## src/rtl/shift_add_multiplier_pkg.sv

```systemverilog
// Shared arithmetic package: FSM state encoding, counter sizing and legal
// operand-width bounds common to the sequential multiplier and divider.
package shift_add_multiplier_pkg;

    typedef enum logic [1:0] {
        IDLE = 2'd0,
        RUN  = 2'd1,
        DONE = 2'd2
    } state_t;

    localparam int N_MIN = 2;
    localparam int N_MAX = 32;

    function automatic int cnt_width(input int n);
        return $clog2(n + 1);
    endfunction

endpackage

```

## src/rtl/shift_add_multiplier.sv

```systemverilog
// Sequential N x N shift-add multiplier, one multiplier bit per clock.
// Define SHIFT_ADD_MULTIPLIER_SIGNED_EN for two's-complement radix-2 Booth operation.
module shift_add_multiplier
    import shift_add_multiplier_pkg::*;
#(
    parameter int N = 4
) (
    input  logic           clock,
    input  logic           reset_n,
    input  logic           start,
    input  logic [N-1:0]   multiplicand,
    input  logic [N-1:0]   multiplier,
    output logic [2*N-1:0] product,
    output logic           busy,
    output logic           done
);

    localparam int CW = cnt_width(N);

    if (N < N_MIN || N > N_MAX) begin : g_bad_n
        $error("shift_add_multiplier: N out of legal range");
    end

    state_t        state, next_state;
    logic [N-1:0]  m, p_hi, p_lo;
    logic [CW-1:0] count;
    logic [N:0]    sum;
    logic          accept;

    assign accept  = start && (state != RUN);
    assign product = {p_hi, p_lo};

    always_ff @(posedge clock or negedge reset_n) begin
        if (!reset_n) state <= IDLE;
        else          state <= next_state;
    end

    always_comb begin
        next_state = state;
        case (state)
            IDLE:    if (start) next_state = RUN;
            RUN:     if (count == CW'(1)) next_state = DONE;
            DONE:    if (start) next_state = RUN;
            default: next_state = IDLE;
        endcase
    end

    always_comb begin
        busy = (state == RUN);
        done = (state == DONE);
    end

`ifdef SHIFT_ADD_MULTIPLIER_SIGNED_EN
    logic       guard;
    logic [N:0] hi_ext, m_ext;

    // One extra adder bit keeps P_hi - M exact when M is the most negative value.
    assign hi_ext = {p_hi[N-1], p_hi};
    assign m_ext  = {m[N-1], m};

    always_comb begin
        sum = hi_ext;
        case ({p_lo[0], guard})
            2'b01:   sum = hi_ext + m_ext;
            2'b10:   sum = hi_ext - m_ext;
            default: sum = hi_ext;
        endcase
    end

    always_ff @(posedge clock or negedge reset_n) begin
        if (!reset_n)          guard <= 1'b0;
        else if (accept)       guard <= 1'b0;
        else if (state == RUN) guard <= p_lo[0];
    end
`else
    assign sum = {1'b0, p_hi} + (p_lo[0] ? {1'b0, m} : '0);
`endif

    // sum[N] is the carry (unsigned) or the sign (Booth), shifted into P_hi's MSB.
    always_ff @(posedge clock or negedge reset_n) begin
        if (!reset_n) begin
            m     <= '0;
            p_hi  <= '0;
            p_lo  <= '0;
            count <= '0;
        end else if (accept) begin
            m     <= multiplicand;
            p_hi  <= '0;
            p_lo  <= multiplier;
            count <= CW'(N);
        end else if (state == RUN) begin
            p_hi  <= sum[N:1];
            p_lo  <= {sum[0], p_lo[N-1:1]};
            count <= count - CW'(1);
        end
    end

endmodule

```

## config.mk

```make
export PLATFORM = sky130hd
export DESIGN_NAME = shift_add_multiplier
export DESIGN_NICKNAME = d
export VERILOG_FILES = /design/src/rtl/shift_add_multiplier_pkg.sv /design/src/rtl/shift_add_multiplier.sv
export SDC_FILE = /design/constraint.sdc
export NUM_CORES = 1
export LEC_CHECK = 0
export ABC_AREA = 1
export ABC_CLOCK_PERIOD_IN_PS = 1600
export BUFFER_PORTS_ARGS = -buffer_cell sky130_fd_sc_hd__buf_2
export CAP_MARGIN = 15
export CORE_MARGIN = 8
export CORE_UTILIZATION = 49
export CTS_BUF_LIST = sky130_fd_sc_hd__clkbuf_4
export CTS_CLUSTER_SIZE = 20
export DETAILED_ROUTE_END_ITERATION = 16
export GPL_TIMING_DRIVEN = 0
export MAX_ROUTING_LAYER = met4
export PLACE_DENSITY = 0.86
export SLEW_MARGIN = 20
export SYNTH_ARGS = -nofsm -noshare
export SYNTH_HDL_FRONTEND = slang
export SYNTH_SLANG_ARGS = --single-unit
```

## constraint.sdc

```tcl
create_clock -name clock -period 1.6 [get_ports clock]
set_clock_uncertainty 0.2 [all_clocks]
set_input_delay 0.32 -clock clock [delete_from_list [all_inputs] [get_ports clock]]
set_output_delay 0.32 -clock clock [all_outputs]
set_load 0.03 [all_outputs]
```

==> results of run 1 <==
==> routing by layer <==
metal	global-route usage (%)	vias up	routed length, µm
li1	-	417	-
met1	13.63	407	994
met2	21.34	21	1143
met3	2.169	5	80
met4	6.143	0	39
met5	-	-	0
==> state kept, by name, indices dropped and copies added (netlist names) <==
| signal | flops |
|---|---|
| state | 2 |
| count | 3 |
| p_hi | 4 |
| p_lo | 4 |
| m | 4 |
==> per-stage QoR <==
| step | util (%) | hold WS, ns | std cells | worst slack [ns] |
|---|---|---|---|---|
| finish | 69.75 | 0.01999 | 171 | -0.09273 |
| global route | 69.75 | 0.02531 | 171 | -0.1594 |
| CTS | 63.58 | 0.02328 | 164 | -0.01989 |
| detailed placement | 60.07 | 0.05890 | 157 | -0.03437 |
| global placement | 60.07 | 0.06187 | 157 | -0.01321 |
| floorplan | - | -0.1756 | 112 | -0.07620 |
==> report_power, final <==
part	internal [W]	switching (W)
combinational	0.000582	0.000838
sequential	0.000616	0.000139
clock	0.0000934	0.000145
total	0.00129	0.00112
==> worst max path at each step <==
| stage | slack [ns] | startpoint | cells after the start | to |
|---|---|---|---|---|
| global placement | -0.01 | p_lo[0] | 6 | p_hi[0] |
| global route | -0.16 | p_lo[0] | 8 | p_hi[1] |
| CTS | -0.02 | p_lo[0] | 8 | p_hi[1] |
| detailed placement | -0.03 | p_lo[0] | 6 | p_hi[0] |
| finish | -0.09 | p_lo[0] | 8 | p_hi[1] |
| floorplan | -0.08 | p_lo[0] | 6 | p_hi[0] |
==> critical path: cells and delay by family, from the launching register on <==
kind            cells  cell delay, ns
compound gates      3            0.30
buf+inv             2            0.10
fa+ha+maj           2            0.55
flops               1            0.42
simple gates        1            0.06
==> timing repair <==
| action | in CTS | in global routing |
|---|---|---|
| setup buffers | 3 | 7 |
| hold buffers | 1 | 0 |
| gates resized for setup | 6 | 12 |
| endpoints found under the setup margin | 5 | 6 |
| pin swaps | 2 | 5 |
| hold endpoints to repair | 17 | 0 |
==> area by class of cell <==
class	instances	area share, %
Inverter	17	5.858
Clock buffer	3	1.850
Multi-Input combinational cell	77	37.92
Timing Repair Buffer	31	16.34
Tap cell	25	2.569
Sequential cell	17	35.05
Clock inverter	1	0.4111
==> kinds of logic (layout without fill, tap and decap cells) <==
logic type | after synthesis | count (layout)
AOI/OAI and AO/OA | 12 | 12
and+or+nand+nor | 58 | 58
DFF | 17 | 17
adders and majority gates | 7 | 7
buffers and inverters | 18 | 52
==> cells in the mapped netlist <==
cell type,instances,area [µm²]
nor2_8,1,20.02
nand3_1,9,45.04
inv_4,1,6.260
o21ai_0,7,35.03
a21oi_1,3,15.01
nor2_1,2,7.510
fa_1,1,20.02
o21ai_1,1,5.000
ha_1,6,75.07
nand2_1,45,168.9
o22ai_1,1,6.260
dfrtp_1,17,425.4
inv_2,3,11.26
buf_8,1,15.01
nand2_2,1,6.260
inv_1,13,48.80
==> summary.md, run 1 <==
| Metric | Value |
|---|---|
| Die W | `~59 µm` |
| Starting density of the core | `52.19%` |
| Min Tclk post-route | `roughly 1.7 ns` |
| Arrival time worst endpoint | `1.73 ns` |
| Compound-Gate Fraction of Synth Area | `6.731%` |
| Cell Pwr Density | `a little under 2000 nW/µm²` |
| Clk_lat worst skew | `~0.3 ns` |
| Die area | `3495 µm²` |
| Multi-input logic area | `461.7 µm²` |
| Core Region | `1745 µm²` |
| Mux share of post-synthesis cell area | `0%` |
| Failing checks | `setup timing` |
| Placer Congestion | `0.8181` |
| Antenna violations before repair | `0` |
| CTS max path bufs | `2` |
| Layout cells sized above 1 | `a little over a third` |
| Sink Count | `17` |
| Post-route setup slack | `-0.09273 ns` |
| Xor/xnor share of the synthesized area | `0%` |
| Simple-Gate Fraction of Synth Area | `27.20%` |
| Pleak | `~0.67 nW` |
| Clock-pin slew on the worst setup and hold paths | `0.10 ns` |
| Largest family of logic cells by synthesized area | `simple AND/OR/NAND/NOR gates` |
| All-layer global routing usage | `around 12%` |
| Fill count | `131` |
| Pin count of the biggest net entering global routing | `18` |
| Number of global-route vias before repair | `794` |
| Synth Instances | `112` |
| Sequential share of the synthesized area | `46.70%` |
| Seq cells post-synth | `17` |
| Pins Over Slew Limit | `0` |
| Reg2reg end | `p_hi[1]` |
| Max stage delay on crit path | `about 0.42 ns` |
| # DRC | `0` |
| Post-route cell area | `1217 µm²` |
| GRT overflow | `0` |
| Synth warn | `0` |
| Worst slew margin | `74.31%` |
| Post-synthesis area per instance | `8.133 µm²` |
| DR vias | `850` |
| Final Hold Viols | `0` |
| R2R setup slack | `-0.09 ns` |
| Post-Syn Area | `910.9 µm²` |
| Synth Area in Adders | `between 10% and 20%` |
| Worst r2r path cells | `8` |
| Final setup fails | `4` |
| Clock H-tree levels | `1` |
| Req. time, crit path | `1.64 ns` |
| # diodes | `0` |
| Setup TNS | `-0.1445 ns` |
| First-pass GRT wire length | `3318 µm` |
| Storage element area | `between 400 and 500 µm²` |
| CTS tree | `built` |
| RSZ-0062 raised after global routing | `true` |
| Crit path kind | `reg2reg` |
| Starting DRT DRC Count | `24` |
| Design Power | `0.002413 W` |
| Hold endpoint | `p_lo[3]` |
| CP Max Fanout | `5` |
| Hold Crit Start | `multiplier[3]` |
| Area growth, synth to finish | `33.65%` |
| # port buffers | `20` |
| Drt via density | `4.971` |
| Drt first pass iters | `4` |
| Status | `complete, but fails checks` |
| Endpoint type of the worst setup path | `flop` |
| Post-DP Area | `1049 µm²` |
| Max Fclk | `590.8 MHz` |
| Hold Path Depth | `3` |
| Final cycle utilization of the critical path | `105.8%` |
| I/O Pins | `21` |
| R2R Path Start | `p_lo[0]` |
| Max IR drop VDD | `0.001331 V` |
| # Max-Cap Violations | `0` |
| CTS Buf Count | `3` |
| Slowest stage cell, crit path | `dfrtp_2` |
| Startpoint class of the critical path | `flop` |
| Worst hold-check path type | `in2reg` |
| Sequence of cells on the critical path | `nand2_2 -> inv_2 -> ha_4 -> inv_2 -> fa_2 -> a21oi_2 -> o21ai_1 -> o21ai_1` |
| Die height | `59.12 µm` |
| FP Rows | `15` |
| Commonest cells after routing, fill and taps aside | `nand2_1, buf_2, dfrtp_1` |
| Commonest non-fill, non-tap cell in the layout | `nand2_1` |
| Layout Nets | `about 170` |
| Cell variety after synth | `16` |
| Detailed placer's ending HPWL | `1494 µm` |
| Routed len/inst | `13.20 µm` |
| Clock root cell | `clkbuf_4` |
| WL final | `2258 µm` |
| Slew @ Worst Pin | `0.3854 ns` |
| Post-synthesis net count | `130` |
| Post-route ant nets | `0` |
Note: power is estimated with default switching activity, not from simulation.
==> run 2: changes to the inputs <==
Settings changed: PLACE_DENSITY 0.86 to 0.87.
==> run 2 against run 1 <==
Against the previous run: the run still ends with setup timing left; register-to-register slack improved by 0.05 ns; sequential power is 0.7% lower; first-iteration DRC count unchanged; die area unchanged; worst setup slack better by 0.051 ns; maximum frequency grew 3.1%; critical endpoint unchanged; largest cell class unchanged.
==> summary.md, run 2 (synthesized netlist as in run 1, its figures left out) <==
| Metric | Value |
|---|---|
| Post-DP Area | `1049 µm² (unchanged)` |
| First-pass GRT wire length | `3525 µm (was 3318 µm)` |
| Combinational power share | `57.2% (was 58.9%)` |
| Placer Congestion | `0.8228 (was 0.8181)` |
| Int Power | `0.001255 W (was 0.001291 W)` |
| Power share of the clock group | `10.7% (was 9.9%)` |
| Detailed placer's ending HPWL | `1500 µm (was 1494 µm)` |
| Max IR drop VDD | `0.001221 V (was 0.001331 V)` |
| Fill count | `136 (was 131)` |
| All-layer global routing usage | `13.43% (was 12.47%)` |
| Switching power | `0.001084 W (was 0.001122 W)` |
| Starting density of the core | `52.19% (unchanged)` |
| Metal-1 WL | `945 µm (was 994 µm)` |
| Layout Nets | `162 (was 165)` |
| WL final | `2173 µm (was 2258 µm)` |
| Drt first pass iters | `4 (unchanged)` |
| Arrival time worst endpoint | `1.66 ns (was 1.73 ns)` |
| Design Power | `0.002339 W (was 0.002413 W)` |
| Area growth, synth to finish | `31.59% (was 33.65%)` |
| Max Fclk | `609.2 MHz (was 590.8 MHz)` |
| Req. time, crit path | `1.62 ns (was 1.64 ns)` |
| Die height | `59.12 µm (unchanged)` |
| Final setup fails | `4 (unchanged)` |
| Commonest cells after routing, fill and taps aside | `nand2_1, buf_2, dfrtp_1 (unchanged)` |
| Post-route setup slack | `-0.04149 ns (was -0.09273 ns)` |
| Cell Pwr Density | `1951 nW/µm² (was 1982 nW/µm²)` |
| Post-route cell area | `1199 µm² (was 1217 µm²)` |
| Setup TNS | `-0.1052 ns (was -0.1445 ns)` |
| CTS Buf Count | `3 (unchanged)` |
| Hold Path Depth | `3 (unchanged)` |
| CTS max path bufs | `2 (unchanged)` |
| Min Tclk post-route | `1.641 ns (was 1.693 ns)` |
| DR top layer | `met4 (unchanged)` |
| Sw frac | `46.35% (was 46.50%)` |
| GRT overflow | `0 (unchanged)` |
| Pins Over Slew Limit | `0 (unchanged)` |
| Drt via density | `5.042 (was 4.971)` |
| FP Rows | `15 (unchanged)` |
| Clock-pin slew on the worst setup and hold paths | `0.10 ns (about the same)` |
| Non-Filler Instances | `168 (was 171)` |
| Largest registers | `m: 4 flops, p_hi: 4 flops, p_lo: 4 flops (unchanged)` |
| # port buffers | `20 (unchanged)` |
| Worst hold margin | `0.01796 ns (was 0.01999 ns)` |
| Worst r2r path cells | `8 (unchanged)` |
| Clock root cell | `clkbuf_4 (unchanged)` |
| Worst slew margin | `74.27% (was 74.31%)` |
| CTS tree | `built (unchanged)` |
| DR vias | `847 (was 850)` |
| Dpl cells | `157 (unchanged)` |
| Routed len/inst | `12.93 µm (was 13.20 µm)` |
| Core Region | `1745 µm² (unchanged)` |
| Met3 wire length | `73 µm (was 80 µm)` |
| Final cycle utilization of the critical path | `102.6% (was 105.8%)` |
| Endpoint type of the worst setup path | `flop (unchanged)` |
| Post-route ant nets | `0 (unchanged)` |
| Starting DRT DRC Count | `24 (unchanged)` |
| Met2 wire length | `1103 µm (was 1143 µm)` |
| Failing checks | `setup timing (unchanged)` |
| Status | `complete, but fails checks (unchanged)` |
| Slew @ Worst Pin | `0.3860 ns (was 0.3854 ns)` |
| Sink Count | `17 (unchanged)` |
| Clock H-tree levels | `1 (unchanged)` |
| RSZ-0062 raised after global routing | `true (unchanged)` |
| Pleak | `0.6531 nW (was 0.6671 nW)` |
| Final Hold Viols | `0 (unchanged)` |
| Number of global-route vias before repair | `805 (was 794)` |
| # Max-Cap Violations | `0 (unchanged)` |
| Antenna violations before repair | `0 (unchanged)` |
| Worst hold-check path type | `in2reg (unchanged)` |
| I/O Pins | `21 (unchanged)` |
| Die area | `3495 µm² (unchanged)` |
| Commonest non-fill, non-tap cell in the layout | `nand2_1 (unchanged)` |
| # diodes | `0 (unchanged)` |
| CP Max Fanout | `4 (was 5)` |
| Crit path kind | `reg2reg (unchanged)` |
| Sequential share of power | `32.1% (was 31.3%)` |
| Startpoint class of the critical path | `flop (unchanged)` |
| Pin count of the biggest net entering global routing | `18 (unchanged)` |
| Clk_lat worst skew | `0.30 ns (about the same)` |
| Die W | `59.12 µm (unchanged)` |
| # DRC | `0 (unchanged)` |
| Layout cells sized above 1 | `34.27% (was 35.62%)` |
==> run 2: changes by cell type in the layout (fill, tap and decap cells not counted), sizes merged <==
cell / delta
buf: -2
clkinv: -1
==> run 2: area by class of cell <==
class	count	area [µm²]	area share [%]
sequential	17	426.7	35.59
inverter	17	71.32	5.950
multi-input combinational	77	464.2	38.73
tap	25	31.28	2.610
clock buffer	4	30.03	2.505
timing repair buffer	28	175.2	14.61
==> run 2: layer usage <==
metal / up-vias / track usage (%)
li1: 414 / -
met1: 405 / 15.16
met2: 21 / 21.96
met3: 7 / 3.037
met4: 0 / 6.485
met5: - / -
==> run 2: worst max-delay path, cell delays in order (launching register included) <==
cell	delay [ns]
dfrtp_2	0.41
nand2_1	0.06
inv_1	0.05
ha_2	0.17
inv_2	0.04
fa_2	0.36
a21oi_1	0.13
o21ai_1	0.07
o21ai_1	0.07
==> run 2: worst paths after layout <==
path | end | slack [ns] | start
min in group asynchronous | p_lo[1] | 0.26 | reset_n
worst min-delay path | m[0] | 0.02 | multiplicand[0]
worst min register to register | m[2] | 0.28 | m[2]
max in group asynchronous | p_lo[0] | 0.64 | reset_n
worst max-delay path | p_hi[1] | -0.04 | p_lo[0]
worst max register to register | p_hi[1] | -0.04 | p_lo[0]
==> run 2: power by group through the flow <==
stage | sequential (W) | combinational [W] | clock, W
after CTS | 0.000733 | 0.00117 | 0.000254
after detailed placement | 0.000738 | 0.00109 | 0
after global routing | 0.000772 | 0.00147 | 0.000268
after global placement | 0.000733 | 0.00104 | 0
after floorplan | 0.000859 | 0.000685 | 0
final | 0.000750 | 0.00134 | 0.000251
==> run 2: per-stage QoR <==
step,worst slack [ns],utilization [%]
finish,-0.04149,68.67
global route,-0.1322,68.67
CTS,-0.02310,64.66
detailed placement,-0.02788,60.07
global placement,-0.01015,60.07
floorplan,-0.07620,-
==> run 2: what timing repair did <==
action | CTS | global route
pin swaps | 1 | 4
hold buffers | 1 | 0
setup endpoints to repair | 4 | 7
buffers inserted | 3 | 4
gates cloned | 0 | 0
hold endpoints to repair | 17 | 0
gates resized for setup | 9 | 7
